## src/rtl/vending_pkg.sv

```systemverilog
// -----------------------------------------------------------------------------
// vending_pkg
// Shared definitions for the vending datapath (coin acceptor FSM and change
// dispenser):
//   - coin encoding constants COIN_10 / COIN_20 / COIN_50
//   - value of each coin in units of 10 (1, 2, 5)
//   - dispenser FSM state type
//   - coin_units(): maps a coin code to its value in units of 10
// -----------------------------------------------------------------------------
package vending_pkg;

  localparam logic [1:0] COIN_10 = 2'b00;
  localparam logic [1:0] COIN_20 = 2'b01;
  localparam logic [1:0] COIN_50 = 2'b10;

  localparam logic [2:0] UNITS_10 = 3'd1;
  localparam logic [2:0] UNITS_20 = 3'd2;
  localparam logic [2:0] UNITS_50 = 3'd5;

  typedef enum logic [2:0] {
    ST_IDLE,
    ST_SELECT,
    ST_ISSUE,
    ST_DONE,
    ST_FAULT
  } disp_state_e;

  // The unused code 2'b11 maps to the smallest value; it is never issued.
  function automatic logic [2:0] coin_units(input logic [1:0] coin);
    case (coin)
      COIN_50: coin_units = UNITS_50;
      COIN_20: coin_units = UNITS_20;
      default: coin_units = UNITS_10;
    endcase
  endfunction

endpackage

```

## src/rtl/coin_stock.sv

```systemverilog
// -----------------------------------------------------------------------------
// coin_stock
// Per-denomination stock counters for the change dispenser. One saturating
// counter per coin (index = coin code: 0 -> 10, 1 -> 20, 2 -> 50).
//
// Ports:
//   clk        in   system clock, rising edge
//   reset      in   asynchronous active-low reset; all stocks -> INIT_STOCK
//   load_en    in   refill strobe
//   load_coin  in   denomination to refill (2'b11 is ignored)
//   load_count in   coins added by the refill
//   dec_en     in   one coin of dec_coin has left the machine
//   dec_coin   in   denomination being decremented
//   nonzero    out  per-denomination "stock != 0" flags
// -----------------------------------------------------------------------------
module coin_stock
  import vending_pkg::*;
#(
  parameter int STOCK_W    = 4,
  parameter int INIT_STOCK = 4
) (
  input  logic               clk,
  input  logic               reset,
  input  logic               load_en,
  input  logic [1:0]         load_coin,
  input  logic [STOCK_W-1:0] load_count,
  input  logic               dec_en,
  input  logic [1:0]         dec_coin,
  output logic [2:0]         nonzero
);

  localparam logic [STOCK_W:0] STOCK_MAX = {1'b0, {STOCK_W{1'b1}}};

  logic [2:0][STOCK_W-1:0] stock_q;
  logic [2:0][STOCK_W-1:0] stock_d;

  // The sum is formed one bit wider so that refill overflow can be clamped.
  // A decrement only happens on a nonzero counter, so it cannot wrap below 0,
  // and a simultaneous refill and decrement nets to stock + count - 1.
  always_comb begin
    logic [STOCK_W:0] sum;
    stock_d = stock_q;
    for (int i = 0; i < 3; i++) begin
      sum = {1'b0, stock_q[i]};
      if (load_en && (load_coin == 2'(i))) sum = sum + {1'b0, load_count};
      if (dec_en && (dec_coin == 2'(i)))   sum = sum - 1'b1;
      stock_d[i] = (sum > STOCK_MAX) ? STOCK_MAX[STOCK_W-1:0] : sum[STOCK_W-1:0];
    end
  end

  always_ff @(posedge clk or negedge reset) begin
    if (!reset) begin
      stock_q <= {3{STOCK_W'(INIT_STOCK)}};
    end else begin
      stock_q <= stock_d;
    end
  end

  always_comb begin
    for (int i = 0; i < 3; i++) begin
      nonzero[i] = (stock_q[i] != '0);
    end
  end

endmodule

```

## src/rtl/change_dispenser.sv

```systemverilog
// -----------------------------------------------------------------------------
// change_dispenser
// Payout side of the vending datapath. Takes a change amount (units of 10) and
// issues coins one at a time to the ejector over a valid/ready handshake,
// choosing greedily (50, 20, 10) among denominations that are in stock.
//
// Ports:
//   clk          in   system clock, rising edge
//   reset        in   asynchronous active-low reset
//   start        in   request a payout (sampled in IDLE or FAULT only)
//   amount       in   change to pay, units of 10, sampled with start
//   coin_out     out  denomination being issued (COIN_10/20/50)
//   coin_valid   out  coin_out is waiting for the ejector
//   coin_ready   in   ejector accepts the coin (transfer on valid && ready)
//   load_en      in   refill strobe
//   load_coin    in   denomination to refill (2'b11 ignored)
//   load_count   in   coins added by the refill (saturating)
//   busy         out  payout in progress (SELECT or ISSUE)
//   done         out  one-cycle pulse on payout completion
//   short_fault  out  payout could not complete; held until next start
//   remaining    out  unpaid amount (the shortfall while faulted)
//
// Optional build macro PAYOUT_STATS_EN adds:
//   coins_paid   out  coins accepted by the ejector since reset (wrapping)
//   fault_count  out  FAULT entries since reset (saturating at 255)
// -----------------------------------------------------------------------------
module change_dispenser
  import vending_pkg::*;
#(
  parameter int AMT_W      = 4,
  parameter int STOCK_W    = 4,
  parameter int INIT_STOCK = 4
) (
  input  logic               clk,
  input  logic               reset,
  input  logic               start,
  input  logic [AMT_W-1:0]   amount,
  output logic [1:0]         coin_out,
  output logic               coin_valid,
  input  logic               coin_ready,
  input  logic               load_en,
  input  logic [1:0]         load_coin,
  input  logic [STOCK_W-1:0] load_count,
  output logic               busy,
  output logic               done,
  output logic               short_fault,
`ifdef PAYOUT_STATS_EN
  output logic [15:0]        coins_paid,
  output logic [7:0]         fault_count,
`endif
  output logic [AMT_W-1:0]   remaining
);

  disp_state_e      state_q, state_d;
  logic [AMT_W-1:0] remaining_q, remaining_d;
  logic [1:0]       coin_q, coin_d;
  logic [2:0]       stock_nz;
  logic             accept;

  assign accept = (state_q == ST_ISSUE) && coin_ready;

  coin_stock #(
    .STOCK_W    (STOCK_W),
    .INIT_STOCK (INIT_STOCK)
  ) u_stock (
    .clk        (clk),
    .reset      (reset),
    .load_en    (load_en),
    .load_coin  (load_coin),
    .load_count (load_count),
    .dec_en     (accept),
    .dec_coin   (coin_q),
    .nonzero    (stock_nz)
  );

  // Next-state, coin selection and remaining-amount update. A coin is only
  // picked when its value fits in remaining, so the subtraction in ISSUE can
  // never underflow. The greedy pick is never revisited.
  always_comb begin
    logic [AMT_W-1:0] after_coin;
    state_d     = state_q;
    remaining_d = remaining_q;
    coin_d      = coin_q;
    after_coin  = remaining_q - AMT_W'(coin_units(coin_q));

    case (state_q)
      ST_IDLE, ST_FAULT: begin
        if (start) begin
          remaining_d = amount;
          state_d     = (amount == '0) ? ST_DONE : ST_SELECT;
        end
      end
      ST_SELECT: begin
        if ((remaining_q >= AMT_W'(UNITS_50)) && stock_nz[COIN_50]) begin
          coin_d  = COIN_50;
          state_d = ST_ISSUE;
        end else if ((remaining_q >= AMT_W'(UNITS_20)) && stock_nz[COIN_20]) begin
          coin_d  = COIN_20;
          state_d = ST_ISSUE;
        end else if ((remaining_q >= AMT_W'(UNITS_10)) && stock_nz[COIN_10]) begin
          coin_d  = COIN_10;
          state_d = ST_ISSUE;
        end else begin
          state_d = ST_FAULT;
        end
      end
      ST_ISSUE: begin
        if (coin_ready) begin
          remaining_d = after_coin;
          state_d     = (after_coin == '0) ? ST_DONE : ST_SELECT;
        end
      end
      ST_DONE: begin
        state_d = ST_IDLE;
      end
      default: begin
        state_d = ST_IDLE;
      end
    endcase
  end

  always_ff @(posedge clk or negedge reset) begin
    if (!reset) begin
      state_q     <= ST_IDLE;
      remaining_q <= '0;
      coin_q      <= COIN_10;
    end else begin
      state_q     <= state_d;
      remaining_q <= remaining_d;
      coin_q      <= coin_d;
    end
  end

  // Status outputs decode the state directly, so an asynchronous reset drops
  // coin_valid immediately and the pending coin is never counted.
  assign coin_out    = coin_q;
  assign coin_valid  = (state_q == ST_ISSUE);
  assign busy        = (state_q == ST_SELECT) || (state_q == ST_ISSUE);
  assign done        = (state_q == ST_DONE);
  assign short_fault = (state_q == ST_FAULT);
  assign remaining   = remaining_q;

`ifdef PAYOUT_STATS_EN
  logic [15:0] coins_paid_q, coins_paid_d;
  logic [7:0]  fault_count_q, fault_count_d;

  // Fault entries are only ever made from SELECT.
  always_comb begin
    coins_paid_d  = coins_paid_q;
    fault_count_d = fault_count_q;
    if (accept) coins_paid_d = coins_paid_q + 16'd1;
    if ((state_q == ST_SELECT) && (state_d == ST_FAULT) && (fault_count_q != 8'hFF)) begin
      fault_count_d = fault_count_q + 8'd1;
    end
  end

  always_ff @(posedge clk or negedge reset) begin
    if (!reset) begin
      coins_paid_q  <= '0;
      fault_count_q <= '0;
    end else begin
      coins_paid_q  <= coins_paid_d;
      fault_count_q <= fault_count_d;
    end
  end

  assign coins_paid  = coins_paid_q;
  assign fault_count = fault_count_q;
`endif

endmodule
```

## config.mk

```make
export PLATFORM = sky130hd
export DESIGN_NAME = change_dispenser
export DESIGN_NICKNAME = d
export VERILOG_FILES = /design/src/rtl/vending_pkg.sv /design/src/rtl/coin_stock.sv /design/src/rtl/change_dispenser.sv
export SDC_FILE = /design/constraint.sdc
export NUM_CORES = 1
export LEC_CHECK = 0
export ABC_CLOCK_PERIOD_IN_PS = 5800
export CORE_UTILIZATION = 60
export DETAILED_ROUTE_END_ITERATION = 8
export PLACE_DENSITY_LB_ADDON = 0.2
export SYNTH_ARGS = -nofsm -noshare
export SYNTH_HDL_FRONTEND = slang
export SYNTH_HIERARCHICAL = 1
export SYNTH_SLANG_ARGS = --single-unit
```

## constraint.sdc

```tcl
create_clock -name clk -period 5.8 [get_ports clk]
set_input_delay 0.87 -clock clk [delete_from_list [all_inputs] [get_ports clk]]
set_output_delay 0.87 -clock clk [all_outputs]
set_load 0.05 [all_outputs]
```

After elaboration in Yosys (flattened, before gate mapping)
Index checks and enable logic that the tools add are counted.
Word-level totals
  register bits: 21
  output and inout bits: 10
  input port bits: 15
  word-level logic and storage cells: 78
Cells by class
  multiplexer cells: 24
  $add $sub $neg: 7
  equality and inequality tests: 10
  reductions and logical operators: 25
  $lt $le $gt $ge: 6
Operators by type and width (number)
  $mux 5: 6
  $mux 4: 5
  $add 4x4->5: 3
  $gt 5x4->1 const B: 3
  $mux 3: 5
  $sub 5x1->5 const B: 3
  $reduce_bool 4->1: 3
  $logic_and 1x1->1: 10
  $mux 2: 5
  $pmux 3 s3: 1
  $logic_not 4->1: 2
  $pmux 4 s2: 1
  $eq 3x2->1 const B: 2
  $pmux 3 s2: 1
  $eq 2x1->1 const B: 2
  $eq 2x2->1 const B: 2
  $ge 4x1->1 const B: 1
  $ge 4x2->1 const B: 1
  $ge 4x3->1 const B: 1
  $logic_not 2->1: 2
  $reduce_and 2->1: 2
  $sub 4x3->4: 1
  $eq 3x1->1 const B: 1
  $eq 3x3->1 const B: 1
  8 further kinds: 8

Depth between registers and ports, before layout
  depth after elaboration: 7
  mapped depth: 9
  depth with buffers taken out: 9

Modules after synthesis
The synthesis kept the hierarchy.
By module, submodules not included
  coin_stock: cells an instance 141, area an instance 1358.8 sq um, seq. area each 304.0 sq um, instances 1
  change_dispenser: cells an instance 69, area an instance 618.1 sq um, seq. area each 225.2 sq um, instances 1

Worst setup path before layout
No wires, ideal clock.
  kind: input to register
  from: input port load_count[0]
  to: register u_stock/stock_q[8] (netlist name)
  path slack: 3193 ps
  required time: 5666 ps
  data arrival time: 2472 ps
  path buffers: 0
  stages: 7
  setup time: 134 ps
  path through: ha_1 fa_1 mux2i_1 ha_1 and2_1 a2111oi_0 nor3_1
RTL lines
  from (decl): line change_dispenser.sv:43  | input logic [STOCK_W-1:0] load_count,
  to (signal assigned): line coin_stock.sv:53  | stock_q <= {3{STOCK_W'(INIT_STOCK)}};
  to (signal assigned): line coin_stock.sv:55  | stock_q <= stock_d;
  to (decl): line coin_stock.sv:34  | logic [2:0][STOCK_W-1:0] stock_q;

==> metrics.csv <==
stage;metric;value;unit
status;outcome;finished clean;
worst_setup_path;path_class;input pin to register;
detailed_routing;wl_per_cell;17.27;um
global_route;track_usage;30.80;%
timing;hold_violations;0;
worst_setup_path;slowest_stage;clkdlybuf4s50_1;
clocking;root_buffer;clkbuf_4;
worst_setup_path;start_kind;input pin;
timing;grt_setup_unrepaired;no;
synthesis;synth_top_cell_area_share;22.78;%
timing;slew_violations;0;
floorplan;start_util;64.23;%
power_and_ir_drop;finalPower;1214;uW
global_route;grt-ovfl-total;0;
synthesis;yosysMostFrequentCell;nand2_1;
power_and_ir_drop;sw_frac_of_total;51.86;%
place;port_buffers;24;
worst_setup_path;cp.required;5.98;ns
clocking;clkLatencyLatePin;0.31;ns
worst_setup_path;path_cells;clkdlybuf4s50_1 > ha_1 > fa_1 > mux2i_1 > ha_1 > and2_1 > o211ai_1 > xnor2_1 > o211ai_1;
floorplan;core-area;3078;um^2
place;dp_hpwl;3.689;mm
clocking;cts_num_sinks;21;
synthesis;yosysWarnings;6;
worst_setup_path;critPathCaptureType;register;
synthesis;synth_edf_count;0;
power_and_ir_drop;power_frac_seq;26.9;%
clocking;cts_hold_buffers;0;
floorplan;dieHeight;59.40;um
job;drv_cap;0;
global_route;grt_max_degree;22;
worst_setup_path;slowest_delay;0.50;ns
synthesis;synth.avg_cell_area;9.414;um^2
timing;min_period;3.095;ns
place;place_inst;275;
floorplan;fp-row-count;20;
place;gp_congestion;0.8747;
synthesis;synth.area.top_cells;dfrtp_1 23%, ha_1 11%, xor2_1 4.9%;
layout;drive_gt1_share;8.085;%
layout;final_nets;273;
power_and_ir_drop;power.density;532.9;nW/um^2
timing;worst_pin_slew;0.9809;ns
timing;clock_skew;0.001993;ns
global_route;antenna_found_initial;0;
layout;antenna_cells;0;
clocking;ctsResizeCount;0;
synthesis;synth_seq_area_share;26.77;%
timing;fmax;323.1;MHz
detailed_routing;routed_via_density;6.394;
detailed_routing;drc;0;
clocking;clockBufferDepth;2;
timing;setup_viol;0;
synthesis;synth_top_flop_cell;dfrtp_1;
synthesis;synthArstFlopShare;100.0;%
power_and_ir_drop;leakage;0.0009705;uW
clocking;cts_buffers;3;
power_and_ir_drop;comb_power_share;67.0;%
timing;fin_crit_sh;53.37;%
detailed_routing;vias;1784;
detailed_routing;initialDrtViolationCount;182;
synthesis;synthDistinctLibCells;54;
worst_hold_path;hold_class;register to register;
layout;areaGrowthSynthToFinish;15.19;%
clocking;post_cts_buffers;0;
timing;setup_tns;0;ns
synthesis;synth_area;1977;um^2
detailed_routing;drtAntennaViolNets;0;
synthesis;yosys.area.top_type;dfrtp_1;
global_route;grt_pass1_vias;1766;
power_and_ir_drop;p_switching;629.4;uW
clocking;cts_tree;yes;
floorplan;dieArea;3528;um^2
clocking;path_clk_slew;0.12;ns
global_route;grt_pass1_wl;8.142;mm
timing;maxSlewHeadroom;34.40;%
clocking;htreeDepth;1;
floorplan;io-pin-count;25;
synthesis;ys_ff_latch;21;
power_and_ir_drop;power.internal;584.2;uW
power_and_ir_drop;ir_drop;0.0003936;V
synthesis;ys_top_cells_by_count;20 x nand2_1, 18 x dfrtp_1, 18 x ha_1;
power_and_ir_drop;clkPwrFrac;6.1;%
layout;layout.cells.non_filler;279;
detailed_routing;drt_pre_antenna_iters;4;
floorplan;die_x;59.40;um
synthesis;synth_cells;210;
worst_setup_path;path_max_fanout;4;
detailed_routing;drt_wl_total;4.817;mm
synthesis;syn_nets;247;
worst_setup_path;arrival;3.28;ns
==> worst max-delay path, delay by kind of cell <==
family          cells  cell delay, ns
buf+inv             1            0.50
simple gates        1            0.19
xor+xnor            1            0.31
compound gates      2            0.26
fa+ha+maj           3            0.89
mux                 1            0.26
==> stage by stage <==
step                setup slack (ns)  hold WS [ns]  util (%)  cell area [um^2]
floorplan                      3.193        0.5289         -              1977
global placement               2.522        0.5799     73.13              2251
detailed placement             2.410        0.5912     73.13              2251
CTS                            2.721        0.6085     73.98              2277
global route                   2.484        0.6535     73.98              2277
finish                         2.705        0.6171     73.98              2277
==> kinds of logic (layout without fill, tap and decap cells) <==
kind of cell / count (synthesis) / count (layout) / share of synthesized area [%]
xor+xnor: 14 / 14 / 6.583
mux: 13 / 13 / 8.418
simple gates: 82 / 82 / 22.79
buf+inv: 8 / 33 / 2.025
compound gates: 50 / 50 / 17.98
flops: 21 / 21 / 26.77
fa+ha+maj: 22 / 22 / 15.44
==> path summary, 6_finish.rpt <==
| check | from | to | slack, ns | cells after the start |
|---|---|---|---|---|
| min reg2reg | state_q[0] | state_q[0] | 0.62 | 1 |
| max in group asynchronous | reset | u_stock/stock_q[7] | 4.12 | 1 |
| max reg2reg | state_q[1] | u_stock/stock_q[0] | 3.05 | 8 |
| min | state_q[0] | state_q[0] | 0.62 | 1 |
| min in group asynchronous | reset | remaining[1] | 1.09 | 1 |
| max | load_count[0] | u_stock/stock_q[7] | 2.70 | 9 |
==> flip-flops by register name, indices dropped and copies added, names as in the netlist <==
name and count:
state_q 3, coin_out 2, remaining 4, u_stock/stock_q 12
==> cell usage in the layout, fill, tap and decap left out, types with 2 or more instances in the layout <==
master / instances
nor4bb_1: 2
nor2_1: 16
nand2b_1: 3
and3_1: 3
nand3b_1: 5
nor3b_1: 2
a211oi_1: 2
xor2_1: 11
mux2i_2: 2
o31ai_1: 3
fa_1: 4
o211ai_1: 10
and2_1: 4
dfrtp_1: 18
mux2_1: 2
o21ai_0: 4
xnor2_1: 2
and3b_1: 6
a2111oi_0: 2
ha_1: 18
nand4_1: 2
o22ai_1: 3
nand2_1: 20
inv_1: 4
a21oi_1: 13
nand3_1: 8
mux2i_1: 6
dfstp_2: 3
clkbuf_4: 3
nor3_1: 5
clkdlybuf4s50_1: 24
mux2i_4: 2
==> power by group through the flow <==
| stage | combinational (uW) | clock [uW] | sequential [uW] |
|---|---|---|---|
| floorplan | 537 | 0 | 367 |
| global placement | 755 | 0 | 320 |
| detailed placement | 795 | 0 | 326 |
| CTS | 803 | 74.4 | 322 |
| global route | 895 | 81.2 | 336 |
| finish | 813 | 73.9 | 326 |
==> per-layer routing <==
layer | share of wire [%] | routed length [um] | vias to the layer above | GRT usage, %
li1 | - | - | 846 | -
met1 | 45 | 2179 | 835 | 41.23
met2 | 48 | 2295 | 91 | 51.85
met3 | 5.4 | 261 | 12 | 2.620
met4 | 1.7 | 80 | 0 | 11.22
met5 | 0 | 0 | - | 0
==> area by class of cell <==
type                            instances  area (um^2)
Tap cell                               44        55.05
Fill cell                             236        800.8
Sequential cell                        21        529.3
Timing Repair Buffer                   24        240.2
Inverter                                5        18.77
Multi-Input combinational cell        181         1408
Clock buffer                            4        26.28
(Power assumes the default switching activity.)
